`src/rtl/alu_ex_latch.sv`:
```
// EX/MEM boundary latch behind the ALU. It has a 2-entry skid buffer and a valid/ready handshake on both sides.
// Optional feature ALU_OVF_TRAP_EN adds signed-overflow detection on ADD/SUB as a precise trap.
module alu_ex_latch #(
  parameter int unsigned DATA_W = 32,
  parameter int unsigned REG_W  = 5
) (
  input  logic              clk,
  input  logic              rst,
  input  logic              in_valid,
  output logic              in_ready,
  input  logic [DATA_W-1:0] alu_a,
  input  logic [DATA_W-1:0] alu_b,
  input  logic [3:0]        aluc,
  input  logic [DATA_W-1:0] alu_c,
  input  logic              alu_zero,
  input  logic              alu_carry,
  input  logic              alu_negative,
  input  logic [REG_W-1:0]  rd_in,
  input  logic              wen_in,
  input  logic [DATA_W-1:0] pc_in,
  input  logic              flush,
  output logic              out_valid,
  input  logic              out_ready,
  output logic [DATA_W-1:0] out_c,
  output logic              out_zero,
  output logic              out_carry,
  output logic              out_negative,
  output logic [REG_W-1:0]  out_rd,
  output logic              out_wen,
  output logic              out_exc,
  output logic [DATA_W-1:0] out_epc
);

  localparam logic [3:0] ALUC_ADD = 4'b0000;
  localparam logic [3:0] ALUC_SUB = 4'b0010;

  typedef struct packed {
    logic [DATA_W-1:0] c;
    logic              zero;
    logic              carry;
    logic              negative;
    logic [REG_W-1:0]  rd;
    logic              wen;
`ifdef ALU_OVF_TRAP_EN
    logic              exc;
    logic [DATA_W-1:0] epc;
`endif
  } entry_t;

  entry_t main_e, skid_e, in_e;
  logic   main_v, skid_v;
  logic   accept, drain, skid_v_nxt;
  logic   unused_ok;

`ifdef ALU_OVF_TRAP_EN
  typedef enum logic {RUN = 1'b0, EXC = 1'b1} state_t;
  state_t state;
  logic   ovf, trap;

  // Overflow judged purely from operand/result sign bits
  always_comb begin
    ovf = 1'b0;
    case (aluc)
      ALUC_ADD: ovf = (alu_a[DATA_W-1] == alu_b[DATA_W-1]) && (alu_c[DATA_W-1] != alu_a[DATA_W-1]);
      ALUC_SUB: ovf = (alu_a[DATA_W-1] != alu_b[DATA_W-1]) && (alu_c[DATA_W-1] != alu_a[DATA_W-1]);
      default:  ovf = 1'b0;
    endcase
  end

  assign trap      = accept && ovf;
  assign unused_ok = ^{alu_a[DATA_W-2:0], alu_b[DATA_W-2:0]};
`else
  assign unused_ok = ^{alu_a, alu_b, aluc, pc_in};
`endif

  always_comb begin
    in_e          = '0;
    in_e.c        = alu_c;
    in_e.zero     = alu_zero;
    in_e.carry    = alu_carry;
    in_e.negative = alu_negative;
    in_e.rd       = rd_in;
`ifdef ALU_OVF_TRAP_EN
    in_e.wen      = wen_in && !ovf;
    in_e.exc      = ovf;
    in_e.epc      = ovf ? pc_in : '0;
`else
    in_e.wen      = wen_in;
`endif
  end

  assign accept     = in_valid && in_ready;
  assign drain      = main_v && out_ready;
  // Skid occupancy after this edge; in_ready is registered from it
  assign skid_v_nxt = (skid_v && !drain) || (accept && main_v && !drain);

  always_ff @(posedge clk) begin
    if (rst || flush) begin
      main_v   <= 1'b0;
      skid_v   <= 1'b0;
      main_e   <= '0;
      skid_e   <= '0;
      in_ready <= 1'b1;
`ifdef ALU_OVF_TRAP_EN
      state    <= RUN;
`endif
    end else begin
      if (drain && skid_v) begin
        main_e <= skid_e;
        skid_v <= 1'b0;
      end else if (accept && (!main_v || drain)) begin
        main_e <= in_e;
        main_v <= 1'b1;
      end else if (accept) begin
        skid_e <= in_e;
        skid_v <= 1'b1;
      end else if (drain) begin
        main_v <= 1'b0;
      end
`ifdef ALU_OVF_TRAP_EN
      if (trap) state <= EXC;
      in_ready <= !skid_v_nxt && (state == RUN) && !trap;
`else
      in_ready <= !skid_v_nxt;
`endif
    end
  end

  assign out_valid    = main_v;
  assign out_c        = main_e.c;
  assign out_zero     = main_e.zero;
  assign out_carry    = main_e.carry;
  assign out_negative = main_e.negative;
  assign out_rd       = main_e.rd;
  assign out_wen      = main_e.wen;
`ifdef ALU_OVF_TRAP_EN
  assign out_exc      = main_e.exc;
  assign out_epc      = main_e.epc;
`else
  assign out_exc      = 1'b0;
  assign out_epc      = '0;
`endif

endmodule

```
`config.mk`:
```
export PLATFORM = sky130hd
export DESIGN_NAME = alu_ex_latch
export DESIGN_NICKNAME = d
export VERILOG_FILES = /design/src/rtl/alu_ex_latch.sv
export SDC_FILE = /design/constraint.sdc
export NUM_CORES = 1
export LEC_CHECK = 0
export BUFFER_PORTS_ARGS = -buffer_cell sky130_fd_sc_hd__buf_2
export CELL_PAD_IN_SITES_DETAIL_PLACEMENT = 0
export CELL_PAD_IN_SITES_GLOBAL_PLACEMENT = 1
export CORE_MARGIN = 5
export CORE_UTILIZATION = 30
export CTS_CLUSTER_SIZE = 12
export DETAILED_ROUTE_END_ITERATION = 6
export GPL_TIMING_DRIVEN = 1
export MAX_ROUTING_LAYER = met4
export PLACE_DENSITY = 0.79
export SETUP_SLACK_MARGIN = 0.4
export SLEW_MARGIN = 20
export SYNTH_ARGS = -nofsm -noshare
export SYNTH_HDL_FRONTEND = slang
export SYNTH_SLANG_ARGS = --single-unit
```
`constraint.sdc`:
```
create_clock -name clk -period 1.9 [get_ports clk]
set_clock_uncertainty 0.2 [all_clocks]
set_input_delay 0.38 -clock clk [delete_from_list [all_inputs] [get_ports clk]]
set_output_delay 0.38 -clock clk [all_outputs]
set_load 0.01 [all_outputs]
```
==> impl_metrics.yaml, run 1 <==
routing:
  drc: 0
  vias_per_cell: 4.72
  route.final.wire_length_mm: 10.8
  drt_first_iter_violations: 213
  vias_post_dr: 3372
  routed_wire_length_per_instance_um: 15.2
  drtAntennaViolNets: 0
  number_of_iterations_in_the_first_detailed_routing_pass: 4
layout:
  nets: 684
  antenna_cells_inserted: 0
  layout-drive-gt1-share_pct: 31.5
  syn2layout_area_growth_pct: 24.1
  commonest_non_fill_non_tap_cells_in_the_layout: "nand2_1 (165), buf_2 (88), a21oi_1 (84), dfxtp_1 (82), a311oi_2 (40)"
  area.sequential_um2: 1710
  multi_input_area_um2: 1900
  instances_no_fill: 715
  fill_cells: 1358
  mostFrequentLayoutCell: "nand2_1"
placement:
  numPlacedInstances: 694
  numPortBuffers: 88
  placement.setup.worst_slack_ns: 0.0199
  detailedPlacementHpwl_mm: 6.49
  finalWeightedCongestion: 0.725
setup_path:
  r2r_end: "out_c[18]"
  cp.buffers_inverters: 1
  critPathArrivalTime_ns: 0.89
  crit_slowest_cell: "dfxtp_4"
  setup.worst_path.end_class: "output port"
  regToRegStartpoint: "out_valid"
  cp.required_ns: 1.32
  critPathLaunchType: "flip-flop"
  reg2reg_depth: 4
  count_of_cell_instances_traversed_by_the_critical_path: 1
  critPathMaxFanout: 9
  crit_chain: "buf_2"
  worst-setup-path-type: "flip-flop to output port"
  critical-path-max-stage-delay_ns: 0.40
  critical_path.top_delay_family: "flip-flops"
  ff2ff_setup_slack_ns: 0.44
synth:
  synth_top_family_by_area: "compound AO/OA/AOI/OAI gates"
  netlist_instances: 463
  syn_area_um2: 3910
  flop_and_latch_count_out_of_synthesis: 85
  synth_adder_area_share_pct: 0
  synth.yosys.seq_area_share_pct: 43.5
  synth.avg_cell_area_um2: 8.44
  yosys.area_share.xor_xnor_pct: 0
  synth.lib_cells_used.distinct: 23
  post_synth_mux_area_share_pct: 0
  synth_compound_area_share_pct: 27.2
  yosys.area_share.simple_pct: 17.2
  yosys_warnings: 0
die:
  floorplan.io_pins: 222
  floorplan.die.height_um: 124
  dieArea_um2: 15400
  fp.coreArea_um2: 12700
  rows: 41
  initial_utilization_pct: 30.7
  die-width_um: 124
timing:
  fin_tns_setup_ns: 0
  rsz_0062_raised_after_global_routing: "yes"
  period_needed_ns: 1.47
  drv_slew: 0
  final-setup-viol-count: 0
  finalHoldViolCount: 0
  setup_ws_ns: 0.430
  fmaxAchievable_mhz: 680
  final_min_period_over_clock_period_pct: 77.4
flow_run:
  max_cap_violations: 0
clock_network:
  cts_htree_levels: 3
  hold_buffers: 0
  clk_path_buf_depth: 2
  number_of_sinks_handled_by_clock_tree_synthesis: 85
  tritoncts: "built"
  worst_setup_hold_path_clk_slew_ns: 0.06
  inserted_clock_buffers: 9
  worst_skew_pair.late_latency_ns: 0.34
  buffer_cell_driving_the_clock_tree_root: "clkbuf_16"
grt:
  grt_pass1_vias: 3121
  gr-total-overflow: 0
  grt_pass1_wl_mm: 16.0
  grt_start_max_net_pins: 42
  globalRouteTotalUtil_pct: 13.8
  antenna_found_initial: 0
worst_hold_path:
  worst_hold_path_startpoint: "alu_c[1]"
  timing.hold.worst_path_depth: 3
  hold-path-endpoint: "skid_e[10]"
  worst_hold_path_type: "input pin to flip-flop"
pwr:
  power_density_nw_per_um2: 834
  lkg_pwr_nw: 1.91
  vdd.ir_drop.worst_uv: 428
status:
  status: "complete, no violations"
## state kept, by name (all words and copies together), names as in the netlist
register / count
out_rd: 5
out_c: 32
out_valid: 1
out_zero: 1
skid_v: 1
out_wen: 1
skid_e: 41
in_ready: 1
out_negative: 1
out_carry: 1
## routing by layer
metal	global-route usage, %	wire, um	share of wire [%]
met5	-	0	0
met4	4.59	125	1.2
met3	2.50	625	5.8
met2	22.8	5390	50
met1	17.0	4690	43
## logic make-up after synthesis
| family | Yosys count |
|---|---|
| other | 1 |
| buffers and inverters | 76 |
| and+or+nand+nor | 172 |
| DFF | 85 |
| AOI/OAI and AO/OA | 129 |
## cell type report
class | count | area share (%)
clock buffers | 12 | 5.08
clock inverters | 4 | 0.980
inverters | 1 | 0.0774
multi-input cells | 337 | 39.2
flip-flops and latches | 85 | 35.2
well taps | 172 | 4.44
repair buffers | 104 | 15.0
## power breakdown
group          total [mW]  switching, mW  leakage [nW]  internal (mW)
Combinational       0.441          0.271          1.07          0.169
Clock                1.75          0.703         0.143           1.05
Sequential           1.85         0.0249         0.691           1.83
Total                4.05           1.00          1.91           3.05
## per-stage QoR
| stage | total power [mW] | instance area [um^2] | hold WS (ns) | utilization [%] |
|---|---|---|---|---|
| floorplan | 2.22 | 4050 | 0.237 | - |
| global placement | 2.30 | 4440 | 0.241 | 34.9 |
| detailed placement | 2.31 | 4440 | 0.247 | 34.9 |
| CTS | 4.09 | 4790 | 0.0750 | 37.6 |
| global route | 4.22 | 4850 | 0.0904 | 38.1 |
| finish | 4.05 | 4850 | 0.0890 | 38.1 |
## synthesized netlist by cell type
| master | n | share of area [%] |
|---|---|---|
| or2_1 | 1 | 0.16 |
| buf_6 | 6 | 1.7 |
| nand4b_1 | 1 | 0.22 |
| buf_2 | 11 | 1.4 |
| a311oi_2 | 40 | 15 |
| a311oi_1 | 1 | 0.22 |
| o21ai_1 | 1 | 0.13 |
| and2_4 | 1 | 0.22 |
| a22o_4 | 1 | 0.45 |
| inv_1 | 1 | 0.096 |
| o21ai_0 | 1 | 0.13 |
| nand3_1 | 1 | 0.13 |
| nand2b_1 | 1 | 0.16 |
| nand2_1 | 165 | 16 |
| dfxtp_1 | 85 | 44 |
| buf_4 | 33 | 6.3 |
| conb_1 | 1 | 0.096 |
| and3_1 | 1 | 0.16 |
| buf_1 | 2 | 0.19 |
| and4b_1 | 1 | 0.26 |
| o21a_1 | 1 | 0.19 |
| clkbuf_1 | 23 | 2.2 |
| a21oi_1 | 84 | 11 |
## how the worst max path moves through the flow
stage	startpoint	to	slack, ns
3_5_place_dp	out_ready	out_c[24]	0.02
5_1_grt	skid_v	out_rd[0]	0.39
6_report	out_valid	out_valid	0.43
4_1_cts	out_valid	out_carry	0.42
3_3_place_gp	out_ready	out_c[14]	0.04
2_1_floorplan	out_valid	out_c[10]	0.33
## repair_timing
action | 4_1_cts | 5_1_grt
hold endpoints to repair | 0 | 0
setup endpoints to repair | 43 | 33
gates resized for setup | 12 | 3
buffers inserted | 0 | 0
cloned | 3 | 2
pin swaps | 1 | 0
Power figures use the tool's default switching activity.
==> run 2, diff against run 1 <==
--- a/config.mk
+++ b/config.mk
@@ -5,11 +5,12 @@
 export SDC_FILE = /design/constraint.sdc
 export NUM_CORES = 1
 export LEC_CHECK = 0
+export ABC_AREA = 1
 export BUFFER_PORTS_ARGS = -buffer_cell sky130_fd_sc_hd__buf_2
 export CELL_PAD_IN_SITES_DETAIL_PLACEMENT = 0
 export CELL_PAD_IN_SITES_GLOBAL_PLACEMENT = 1
 export CORE_MARGIN = 5
-export CORE_UTILIZATION = 30
+export CORE_UTILIZATION = 29
 export CTS_CLUSTER_SIZE = 12
 export DETAILED_ROUTE_END_ITERATION = 6
 export GPL_TIMING_DRIVEN = 1
==> constraint.sdc (replaced) <==
create_clock -name clk -period 1.5 [get_ports clk]
set_clock_uncertainty 0.2 [all_clocks]
set_input_delay 0.3 -clock clk [delete_from_list [all_inputs] [get_ports clk]]
set_output_delay 0.3 -clock clk [all_outputs]
set_load 0.01 [all_outputs]
==> impl_metrics.yaml, run 2 <==
pwr:
  switching_power_mw: 1.35
  vdd.ir_drop.worst_uv: 551
  lkg_pwr_nw: 2.86
  power_frac_seq_pct: 44.1
  p_comb_share_pct: 14.3
  power_density_nw_per_um2: 873
  power.switching_fraction_pct: 25.2
  p_total_mw: 5.37
  power.clock.fraction_pct: 41.6
  p_int_mw: 4.02
synth:
  yosysMostFrequentCell: "nor2_1"
  synth.lib_cells_used.distinct: 16
  synth.avg_cell_area_um2: 6.25
  postSynth.asyncResetShare_pct: 0
  synth_top_area_cell: "dfxtp_1"
  ys_top_cells_by_area: "dfxtp_1 (41%), nor2_1 (19%), nand2_1 (11%), inv_1 (7.7%), buf_4 (6.0%)"
  synth_top_cells_by_count: "nor2_1 (208), nand2_1 (127), dfxtp_1 (85), inv_1 (85), nand3_1 (42)"
  dominantRegCellSynth: "dfxtp_1"
  yosys_warnings: 0
  netlist_instances: 665
  flop_and_latch_count_out_of_synthesis: 85
  syn_area_um2: 4150
  synth_edf_count: 0
  synth.yosys.seq_area_share_pct: 41.0
  post-synth-top-area-fraction_pct: 41.0
timing:
  drv_slew: 0
  hold_slack_ns: 0.0119
  fmaxAchievable_mhz: 717
  finalHoldViolCount: 0
  final_min_period_over_clock_period_pct: 93.0
  period_needed_ns: 1.40
  rsz_0062_raised_after_global_routing: "yes"
  final-setup-viol-count: 0
setup_path:
  critPathMaxFanout: 21
  critical-path-max-stage-delay_ns: 0.40
  cp.required_ns: 1.54
  worst-setup-path-type: "flip-flop to flip-flop"
  cp.buffers_inverters: 1
  setup.worst_path.end_class: "flip-flop"
  critical_path.top_delay_family: "simple AND/OR/NAND/NOR gates"
  critPathLaunchType: "flip-flop"
  crit_chain: "nand2_1 -> nand2_4 -> buf_12 -> nand3_1 -> nor2_1 -> nor2_1"
  critical-path-top-cell-by-count: "nor2_1"
  crit_slowest_cell: "dfxtp_4"
  critPathArrivalTime_ns: 1.43
placement:
  numPortBuffers: 88
  detailedPlacementHpwl_mm: 7.20
  numPlacedInstances: 912
  finalWeightedCongestion: 0.723
status:
  status: "complete, no violations"
routing:
  route.final.wire_length_mm: 12.0
  drc: 0
  vias_post_dr: 4025
  vias_per_cell: 4.14
  number_of_iterations_in_the_first_detailed_routing_pass: 4
  routed_wire_length_per_instance_um: 12.4
  drt_first_iter_violations: 221
  drtAntennaViolNets: 0
layout:
  mostFrequentLayoutCell: "nor2_1"
  syn2layout_area_growth_pct: 48.1
  antenna_cells_inserted: 0
  instances_no_fill: 972
  area.sequential_um2: 1760
  nets: 933
  multi_input_area_um2: 2030
  layout-drive-gt1-share_pct: 28.5
  fill_cells: 1487
  largest_reg_flops: 41
  top_register: "skid_e"
  commonest_non_fill_non_tap_cells_in_the_layout: "nor2_1 (169), nand2_1 (125), inv_1 (83), buf_6 (49), buf_2 (45)"
clock_network:
  inserted_clock_buffers: 9
  worst_skew_pair.late_latency_ns: 0.35
  clk_path_buf_depth: 2
  cts_htree_levels: 3
  number_of_sinks_handled_by_clock_tree_synthesis: 85
  tritoncts: "built"
  buffer_cell_driving_the_clock_tree_root: "clkbuf_16"
  worst_setup_hold_path_clk_slew_ns: 0.06
grt:
  gr-total-overflow: 0
  grt_pass1_vias: 3832
  grt_start_max_net_pins: 47
  grt_pass1_wl_mm: 19.1
  globalRouteTotalUtil_pct: 14.8
  antenna_found_initial: 0
flow_run:
  max_cap_violations: 0
die:
  fp.coreArea_um2: 14000
  rows: 43
  floorplan.die.height_um: 130
  floorplan.io_pins: 222
  die-width_um: 130
  dieArea_um2: 16800
  initial_utilization_pct: 29.7
worst_hold_path:
  worst_hold_path_type: "input pin to flip-flop"
-- run 2: cell count changes in the layout (fill, tap and decap cells not counted), moves of 23 or more --
cell           delta
a21oi_1          -83
a311oi_2         -40
buf_2            -43
buf_6            +48
dfxtp_1          -41
dfxtp_2          +41
dlygate4sd3_1    +30
inv_1            +82
nand2_1          -40
nand3_1          +41
nor2_1          +169
nor2_2           +27
o21ai_0          +23
-- run 2: area by class of cell --
class / count / share of cell area [%]
multi-input combinational: 456 / 33.0
sequential: 85 / 28.6
timing repair buffer: 150 / 24.7
inverter: 85 / 5.31
clock buffer: 11 / 3.94
tap: 180 / 3.66
clock inverter: 5 / 0.813
-- run 2: per-stage QoR --
step | utilization (%) | instance area, um^2 | worst slack, ns | setup TNS (ns)
2_1_floorplan | - | 4380 | 0.253 | 0
3_3_place_gp | 34.5 | 4820 | -0.0114 | -0.0274
3_5_place_dp | 34.5 | 4820 | -0.0158 | -0.0231
4_1_cts | 42.2 | 5900 | 0.129 | 0
5_1_grt | 44.0 | 6150 | 0.0340 | 0
6_report | 44.0 | 6150 | 0.105 | 0
-- run 2: final timing paths --
kind / cells after the start / start / to / slack (ns)
max reg2reg: 6 / out_valid / out_c[8] / 0.10
min reg2reg: 2 / skid_e[2] / skid_e[2] / 0.30
max: 6 / out_valid / out_c[8] / 0.10
min: 3 / alu_c[21] / skid_e[30] / 0.01
-- run 2: timing repair --
item,CTS,global route
setup buffers,6,2
hold endpoints to repair,29,0
setup endpoints to repair,128,128
pin swaps,2,4
hold buffers,30,0
gates cloned,3,3
gates resized for setup,109,54
-- run 2: worst register-to-register path, delay by kind of cell (launching register included) --
family | cells | cell delay [ns]
buffers and inverters | 1 | 0.18
flip-flops | 1 | 0.40
AND/OR/NAND/NOR | 5 | 0.51
-- run 2: logic make-up after synthesis --
logic type	Yosys count	share of synthesized area (%)
AND/OR/NAND/NOR	381	36.0
other	1	0.0903
flip-flops	85	41.0
buffers and inverters	156	17.9
AO/OA/AOI/OAI	42	5.06
-- run 2: power by group through the flow --
stage	Combinational [mW]	Sequential (mW)	Clock [mW]
finish	0.770	2.37	2.23
global route	0.860	2.38	2.42
CTS	0.732	2.37	2.34
detailed placement	0.576	2.40	0
global placement	0.576	2.40	0
floorplan	0.390	2.42	0
-- run 2: per-layer routing --
layer | global-route usage [%] | part of all wire (%)
met1 | 18.8 | 48
met2 | 22.9 | 46
met3 | 4.08 | 5.0
met4 | 4.65 | 1.3
met5 | - | 0
